[src/rtl/lane_pkg.sv]
// Shared types and colour constants for the road-lane stripe controller.
package lane_pkg;

  typedef enum logic [1:0] {
    IDLE  = 2'd0,
    RUN   = 2'd1,
    PAUSE = 2'd2,
    FLASH = 2'd3
  } lane_state_t;

  typedef struct packed {
    logic start;
    logic pause;
    logic speed_up;
    logic speed_dn;
    logic crash;
  } lane_events_t;

  localparam logic [5:0] COLOR_YELLOW = 6'b111100;
  localparam logic [5:0] COLOR_RED    = 6'b110000;
  localparam logic [5:0] COLOR_BLACK  = 6'b000000;

endpackage

[src/rtl/lane_event_latch.sv]
// Sticky pending flags for the button pulses; consumed on the frame tick.
module lane_event_latch
  import lane_pkg::*;
(
  input  logic         clk,
  input  logic         rst_n,
  input  logic         tick,
  input  lane_events_t pulse,
  output lane_events_t pending
);

  lane_events_t flags_q;

  // A pulse arriving on the tick itself is seen through the OR path.
  assign pending = flags_q | pulse;

  always_ff @(posedge clk) begin
    if (!rst_n) begin
      flags_q <= '0;
    end else if (tick) begin
      flags_q <= '0;
    end else begin
      flags_q <= pending;
    end
  end

endmodule

[src/rtl/lane_scroll_ctrl.sv]
// Frame-synchronous lane stripe animator: run/pause/flash FSM, dash phase
// and speed counters, and a registered stripe pixel colour.
module lane_scroll_ctrl
  import lane_pkg::*;
#(
  parameter int unsigned LANE_BEGIN   = 275,
  parameter int unsigned LANE_WIDTH   = 35,
  parameter int unsigned DASH_PERIOD  = 64,
  parameter int unsigned DASH_LEN     = 32,
  parameter int unsigned MAX_SPEED    = 7,
  parameter int unsigned FLASH_FRAMES = 60,
  parameter int unsigned VIS_ROWS     = 480
) (
  input  logic       clk,
  input  logic       rst_n,
  input  logic [9:0] col,
  input  logic [9:0] row,
  input  logic       valid,
  input  logic       start,
  input  logic       pause,
  input  logic       speed_up,
  input  logic       speed_dn,
  input  logic       crash,
  output logic [5:0] lane_rgb,
  output logic [5:0] phase,
  output logic [2:0] speed,
  output logic [1:0] state
);

  lane_state_t  state_q, state_d;
  logic [5:0]   phase_q, phase_d;
  logic [2:0]   speed_q, speed_d;
  logic [5:0]   flash_q, flash_d;
  logic [5:0]   rgb_q, rgb_d;
  lane_events_t pulse, ev;
  logic         frame_tick;

  assign frame_tick = (row == 10'(VIS_ROWS)) && (col == 10'd0);
  assign pulse      = '{start: start, pause: pause, speed_up: speed_up,
                        speed_dn: speed_dn, crash: crash};

  lane_event_latch u_event_latch (
    .clk     (clk),
    .rst_n   (rst_n),
    .tick    (frame_tick),
    .pulse   (pulse),
    .pending (ev)
  );

  always_comb begin
    state_d = state_q;
    phase_d = phase_q;
    speed_d = speed_q;
    flash_d = flash_q;
    if (frame_tick) begin
      if (ev.speed_up && !ev.speed_dn && speed_q != 3'(MAX_SPEED)) begin
        speed_d = speed_q + 3'd1;
      end else if (ev.speed_dn && !ev.speed_up && speed_q != 3'd0) begin
        speed_d = speed_q - 3'd1;
      end
      if (ev.crash) begin
        state_d = FLASH;
        flash_d = 6'(FLASH_FRAMES - 1);
      end else begin
        unique case (state_q)
          IDLE:  if (ev.start) state_d = RUN;
          RUN:   if (ev.pause) state_d = PAUSE;
          PAUSE: if (ev.start) state_d = RUN;
          FLASH: begin
            if (flash_q == 6'd0) begin
              state_d = IDLE;
              speed_d = 3'd1;
              phase_d = 6'd0;
            end else begin
              flash_d = flash_q - 6'd1;
            end
          end
        endcase
      end
      // Advance only on ticks that land in RUN, using the pre-tick speed.
      if (state_d == RUN) begin
        phase_d = phase_q + {3'b000, speed_q};
      end
    end
  end

  logic [10:0] col_ext;
  logic [10:0] dash_pos;
  logic        hit;

  assign col_ext  = {1'b0, col};
  assign dash_pos = ({1'b0, row} + {5'b00000, phase_q}) & 11'(DASH_PERIOD - 1);
  assign hit      = valid && (col_ext > 11'(LANE_BEGIN))
                    && (col_ext < 11'(LANE_BEGIN + LANE_WIDTH))
                    && (dash_pos < 11'(DASH_LEN));

  always_comb begin
    rgb_d = COLOR_BLACK;
    if (hit) begin
      rgb_d = (state_q == FLASH && flash_q[3]) ? COLOR_RED : COLOR_YELLOW;
    end
  end

  always_ff @(posedge clk) begin
    if (!rst_n) begin
      state_q <= IDLE;
      phase_q <= 6'd0;
      speed_q <= 3'd1;
      flash_q <= 6'd0;
      rgb_q   <= COLOR_BLACK;
    end else begin
      state_q <= state_d;
      phase_q <= phase_d;
      speed_q <= speed_d;
      flash_q <= flash_d;
      rgb_q   <= rgb_d;
    end
  end

  assign lane_rgb = rgb_q;
  assign phase    = phase_q;
  assign speed    = speed_q;
  assign state    = state_q;

endmodule

[config.mk]
export PLATFORM = sky130hd
export DESIGN_NAME = lane_scroll_ctrl
export DESIGN_NICKNAME = d
export VERILOG_FILES = /design/src/rtl/lane_pkg.sv /design/src/rtl/lane_event_latch.sv /design/src/rtl/lane_scroll_ctrl.sv
export SDC_FILE = /design/constraint.sdc
export NUM_CORES = 1
export LEC_CHECK = 0
export CORE_MARGIN = 2
export CORE_UTILIZATION = 35
export CTS_BUF_LIST = sky130_fd_sc_hd__clkbuf_2
export DETAILED_ROUTE_END_ITERATION = 6
export SETUP_SLACK_MARGIN = 0.5
export SLEW_MARGIN = 20
export SYNTH_ARGS = -nofsm -noshare
export SYNTH_HDL_FRONTEND = slang
export SYNTH_SLANG_ARGS = --single-unit
[constraint.sdc]
create_clock -name clk -period 4.5 [get_ports clk]
set_clock_uncertainty 0.15 [all_clocks]
set_input_delay 1.35 -clock clk [delete_from_list [all_inputs] [get_ports clk]]
set_output_delay 1.35 -clock clk [all_outputs]
set_load 0.02 [all_outputs]
* After elaboration in Yosys (flattened, before gate mapping)
Cells that the tools add are included.
** Word-level totals
- Register bits :: 28
- Latch bits :: 0
- RAM bits :: 0
- ROM bits :: 0
- Input bits :: 28
- Output and inout bits :: 17
- Logic and storage cells :: 70
- Memories :: 0
** Operators by class
- Add/sub/neg operators :: 5
- $mul :: 0
- Divide/modulo/power cells :: 0
- $lt $le $gt $ge :: 3
- Equality and inequality tests :: 8
- Shifts and indexed selects :: 0
- Muxes and demuxes :: 19
- Bitwise operators :: 2
- Reduce and logical (&&, ||, !) cells :: 23
** Operator list (number)
- $mux 6 :: 7
- $mux 3 :: 5
- $eq 10x9->1 const B :: 1
- $gt 10x9->1 const B :: 1
- $logic_not 10->1 :: 1
- $lt 10x9->1 const B :: 1
- $mux 2 :: 5
- $logic_and 1x1->1 :: 9
- $add 6x3->6 :: 1
- $add 6x6->6 :: 1
- $logic_not 6->1 :: 1
- $lt 6x6->1 const B :: 1
- $pmux 2 s3 :: 1
- $reduce_bool 2->1 :: 3
- $sub 6x1->6 const B :: 1
- $or 5x5->5 :: 1
- $eq 2x1->1 const B :: 2
- $eq 2x2->1 const B :: 2
- $mux 4 :: 1
- $reduce_and 4->1 :: 1
- $reduce_or 2->1 :: 2
- $add 3x1->3 const B :: 1
- $ne 3x3->1 const B :: 1
- $reduce_and 3->1 :: 1
- other kinds (8) :: 9

* Logic depth before layout (Yosys ltp)
- Depth after elaboration :: 9
- Gate-level depth with buffers :: 7
- Mapped depth without buffers :: 7

* Modules after synthesis
Synthesis repeated with hierarchy kept, for this count alone.
** Second synthesis, totals
- Cells, all modules :: 188
- Area, all modules :: 1579.0 um^2
** Modules (own cells, without submodules)
- lane_scroll_ctrl :: times used 1, cells an instance 172, area an instance 1395.1 um^2, sequential area each 380.4 um^2
- lane_event_latch :: times used 1, cells an instance 16, area an instance 183.9 um^2, sequential area each 100.1 um^2

* Worst setup path before layout
No wires, ideal clock.
- Kind :: input-to-reg
- From :: input col[0]
- To :: register phase_q[5] (netlist: phase[5])
- Library setup time :: 0.130 ns
- Data arrival time :: 2.586 ns
- Data required time :: 4.220 ns
- Setup slack :: 1.634 ns
- Cell stages on the path :: 6
- Cells stage by stage :: nor4b_4 > nand4_4 > or2_1 > buf_6 > o41ai_1 > a21oi_1
** Between the ends
- Longest elaborated chain between the ends :: 3
** RTL lines
- start: declaration :: RTL line lane_scroll_ctrl.sv:16 : input logic [9:0] col,
- $logic_not 10->1 :: RTL line lane_scroll_ctrl.sv:38 : assign frame_tick = (row == 10'(VIS_ROWS)) && (col == 10'd0);
- $logic_and 1x1->1 :: RTL line lane_scroll_ctrl.sv:38
- $reduce_and 4->1 (no source line)
- end signal: assignment :: RTL line lane_scroll_ctrl.sv:113 : phase_q <= phase_d;
- end: declaration :: RTL line lane_scroll_ctrl.sv:31 : logic [5:0] phase_q, phase_d;
No other way between the ends.
A chain may end at the register's enable or synchronous reset.

* Worst setup path in the final report
- From :: register state_q[0] (netlist: state[0])
- To :: output state[0]
** RTL lines
- start: declaration :: RTL line lane_scroll_ctrl.sv:30 : lane_state_t state_q, state_d;
- start signal: assignment :: RTL line lane_scroll_ctrl.sv:112 : state_q <= state_d;
- end: declaration :: RTL line lane_scroll_ctrl.sv:27 : output logic [1:0] state
No word-level cell between the ends.

==> flow_summary_export.csv <==
group,metric,value,unit
synth,yosysUniqueCellTypes,63,
drt,first_pass_iters,4,
synth,synth_seq_cells,24,
floorplanning,die_x,72.6,microns
placed_design,dpl.hpwl,3150,microns
floorplanning,rows,24,
finish,nFillCells,438,
timing,report.final.hold_viol_count,0,
timing,fmax,319,MHz
placed_design,dpl_cell_area,0.00207,sq mm
worst_setup_path,worstPathCellList,"clkdlybuf4s50_1",
worst_setup_path,reg2reg_from,"flash_q[0]",
floorplanning,start_util,37.0,%
global_route,grt_use_total,15.9,%
finish,final_area,0.00209,sq mm
clocking,cts_buffer_depth,2,
global_route,grt_max_degree,15,
timing,fin_crit,3.14,ns
finish,num-nets-final,261,
timing,setup_viol_count_final,0,
finish,multiInputGateArea,0.00108,sq mm
worst_setup_path,start_kind,"flop",
global_route,grt-ovfl-total,0,
drt,ant_nets,0,
synth,synth_top_family_by_area,"simple AND/OR/NAND/NOR gates",
worst_setup_path,worstPathRequired,3.00,ns
power_and_ir_drop,p_leak,0.815,nW
synth,synth.avg_cell_area,9.14,sq um
finish,n_antenna_cell,0,
timing,relSlewSlack,62.2,%
floorplanning,die_h,72.6,microns
worst_setup_path,reg2regPathDepth,7,
synth,synthCells,180,
global_route,grt_pass1_vias,1393,
clocking,cts_tree,"done",
hold_path,min_path_type,"flop to flop",
clocking,cts.sinks,24,
timing,rsz0062_at_grt,"no",
timing,period_share,69.7,%
synth,synthTopCellsByArea,"dfxtp_1, ha_1, nor2_1",
power_and_ir_drop,powerDensity,176,mW/mm^2
synth,async_reset_ff_share,0,%
power_and_ir_drop,ir_worst_vdd,0.0000824,V
timing,worst_slew_pin_slew,0.564,ns
power_and_ir_drop,p_sw_share,27.6,%
synth,synth_simple_gate_area_share,27.8,%
drt,drcViolationCount,0,
synth,yosysMostFrequentCell,"dfxtp_1",
worst_setup_path,cp-endpoint,"state[0]",
worst_setup_path,crit_start,"state[0]",
worst_setup_path,criticalPathCategory,"flop to primary output",
run,drv_cap,0,
synth,synth_top_cell_area_share,29.2,%
floorplanning,fp.coreArea,0.00444,sq mm
power_and_ir_drop,p_seq_share,59.1,%
placed_design,gp_congestion,0.786,
clocking,cts_made_buffers,3,
power_and_ir_drop,p_total,0.368,mW
worst_setup_path,critical-path-top-delay-family,"buffers and inverters",
timing,hold_ws,0.338,ns
worst_setup_path,slowest_delay,0.68,ns
power_and_ir_drop,comb_power_share,17.0,%
synth,synthAdderAreaFrac,10.3,%
worst_setup_path,cp.depth,1,
worst_setup_path,crit_arrival,1.64,ns
timing,setup_tns,0,ns
synth,yosysTopAreaCell,"dfxtp_1",
worst_setup_path,endpoint_kind,"primary output",
clocking,clock_latency,0.37,ns
drt,drt-vias-per-instance,5.75,
synth,ys_seq_area_share,29.2,%
synth,synth-edff-count,0,
floorplanning,die_area,0.00527,sq mm
global_route,antenna_found_initial,0,
placed_design,dp_slack,0.971,ns
synth,synth_xor_area_share,1.60,%
synth,synth_flop_cell,"dfxtp_1",
finish,register_area,480,sq um
global_route,grt_pass1_wl,6680,microns
clocking,cts.clk_slew.worst_paths,0.25,ns
power_and_ir_drop,p_int,0.267,mW
power_and_ir_drop,netSwitchingPower,0.102,mW
placed_design,portBuffers,42,
drt,wl,4140,microns
finish,fin_cells,270,
worst_setup_path,r2r-end,"flash_q[0]",
clocking,htree_levels,1,
synth,synth_compound_area_share,24.6,%
hold_path,min-delay-start,"u_event_latch.flags_q[4]",
worst_setup_path,rrSetupSlack,2.33,ns
finish,drive_gt1_share,9.63,%
floorplanning,ios,45,
clocking,cts_resized,0,
synth,synth_area,0.00165,sq mm
worst_setup_path,critPathBufInv,1,
run_status,status,"complete, no violations",
synth,synthMuxAreaShare,0.684,%
timing,fin_ws,1.36,ns
power_and_ir_drop,p_clk_share,23.9,%
worst_setup_path,crit_fanout,9,
synth,yosysWarningCount,0,
synth,synth_commonest_cells,"dfxtp_1, nor2_1, a21oi_1, ha_1",
clocking,post_cts_buffers,0,
drt,via_count,1552,
worst_setup_path,slowest_stage,"clkdlybuf4s50_1",
clocking,cts-hold-fix-buffers,0,
clocking,cts_root_buf,"clkbuf_2",
placed_design,dp_cells,267,
finish,utilization,47.0,%
timing,drv_slew,0,
drt,wl_per_cell,15.3,microns
finish,syn2layout_area_growth,26.9,%
drt,drt_iter0_drc,43,
==> kinds of logic after synthesis <==
family / after synthesis
flops: 24
mux: 1
compound gates: 55
fa+ha+maj: 13
other cells: 1
simple gates: 67
xor+xnor: 3
buf+inv: 16
==> final cells by class <==
class | count | area share (%)
Multi-Input combinational cell | 141 | 51.6
Sequential cell | 24 | 23.0
Timing Repair Buffer | 42 | 20.1
Tap cell | 52 | 3.12
Inverter | 8 | 1.44
Clock buffer | 3 | 0.719
==> worst min-delay path by stage <==
stage | to | slack, ns | depth (start not counted)
after floorplan | u_event_latch.flags_q[4] | 0.29 | 2
after global placement | u_event_latch.flags_q[4] | 0.30 | 2
after detailed placement | u_event_latch.flags_q[4] | 0.31 | 2
after CTS | u_event_latch.flags_q[4] | 0.34 | 2
after global routing | u_event_latch.flags_q[4] | 0.36 | 2
final | u_event_latch.flags_q[4] | 0.34 | 2
==> layout by cell type, fill, tap and decap left out, types with 5 or more instances in the layout <==
cell             count
nand2_1              8
inv_1                8
a311oi_1             6
o21ai_0              5
clkdlybuf4s50_1     42
ha_1                12
nor2_1              17
a21oi_1             12
dfxtp_1             24
==> routing by layer <==
| metal | global-route usage [%] | vias up | routed length, microns |
|---|---|---|---|
| met5 | 0 | - | 0 |
| met4 | 5.56 | 0 | 63 |
| met3 | 3.06 | 7 | 259 |
| met2 | 24.6 | 54 | 1720 |
| met1 | 22.1 | 725 | 2100 |
| li1 | - | 766 | - |
==> flip-flops by register name, summed over array words and instances, names as in the netlist <==
register               flops
flash_q                    6
phase                      6
u_event_latch.flags_q      5
speed                      3
lane_rgb                   2
state                      2
==> power groups by stage <==
stage / Clock, mW / Combinational [mW] / Sequential, mW
detailed placement: 0 / 0.0620 / 0.222
finish: 0.0880 / 0.0624 / 0.218
CTS: 0.0875 / 0.0623 / 0.218
global placement: 0 / 0.0618 / 0.222
floorplan: 0 / 0.0300 / 0.222
global route: 0.0969 / 0.0679 / 0.218
Power figures use the tool's default switching activity.
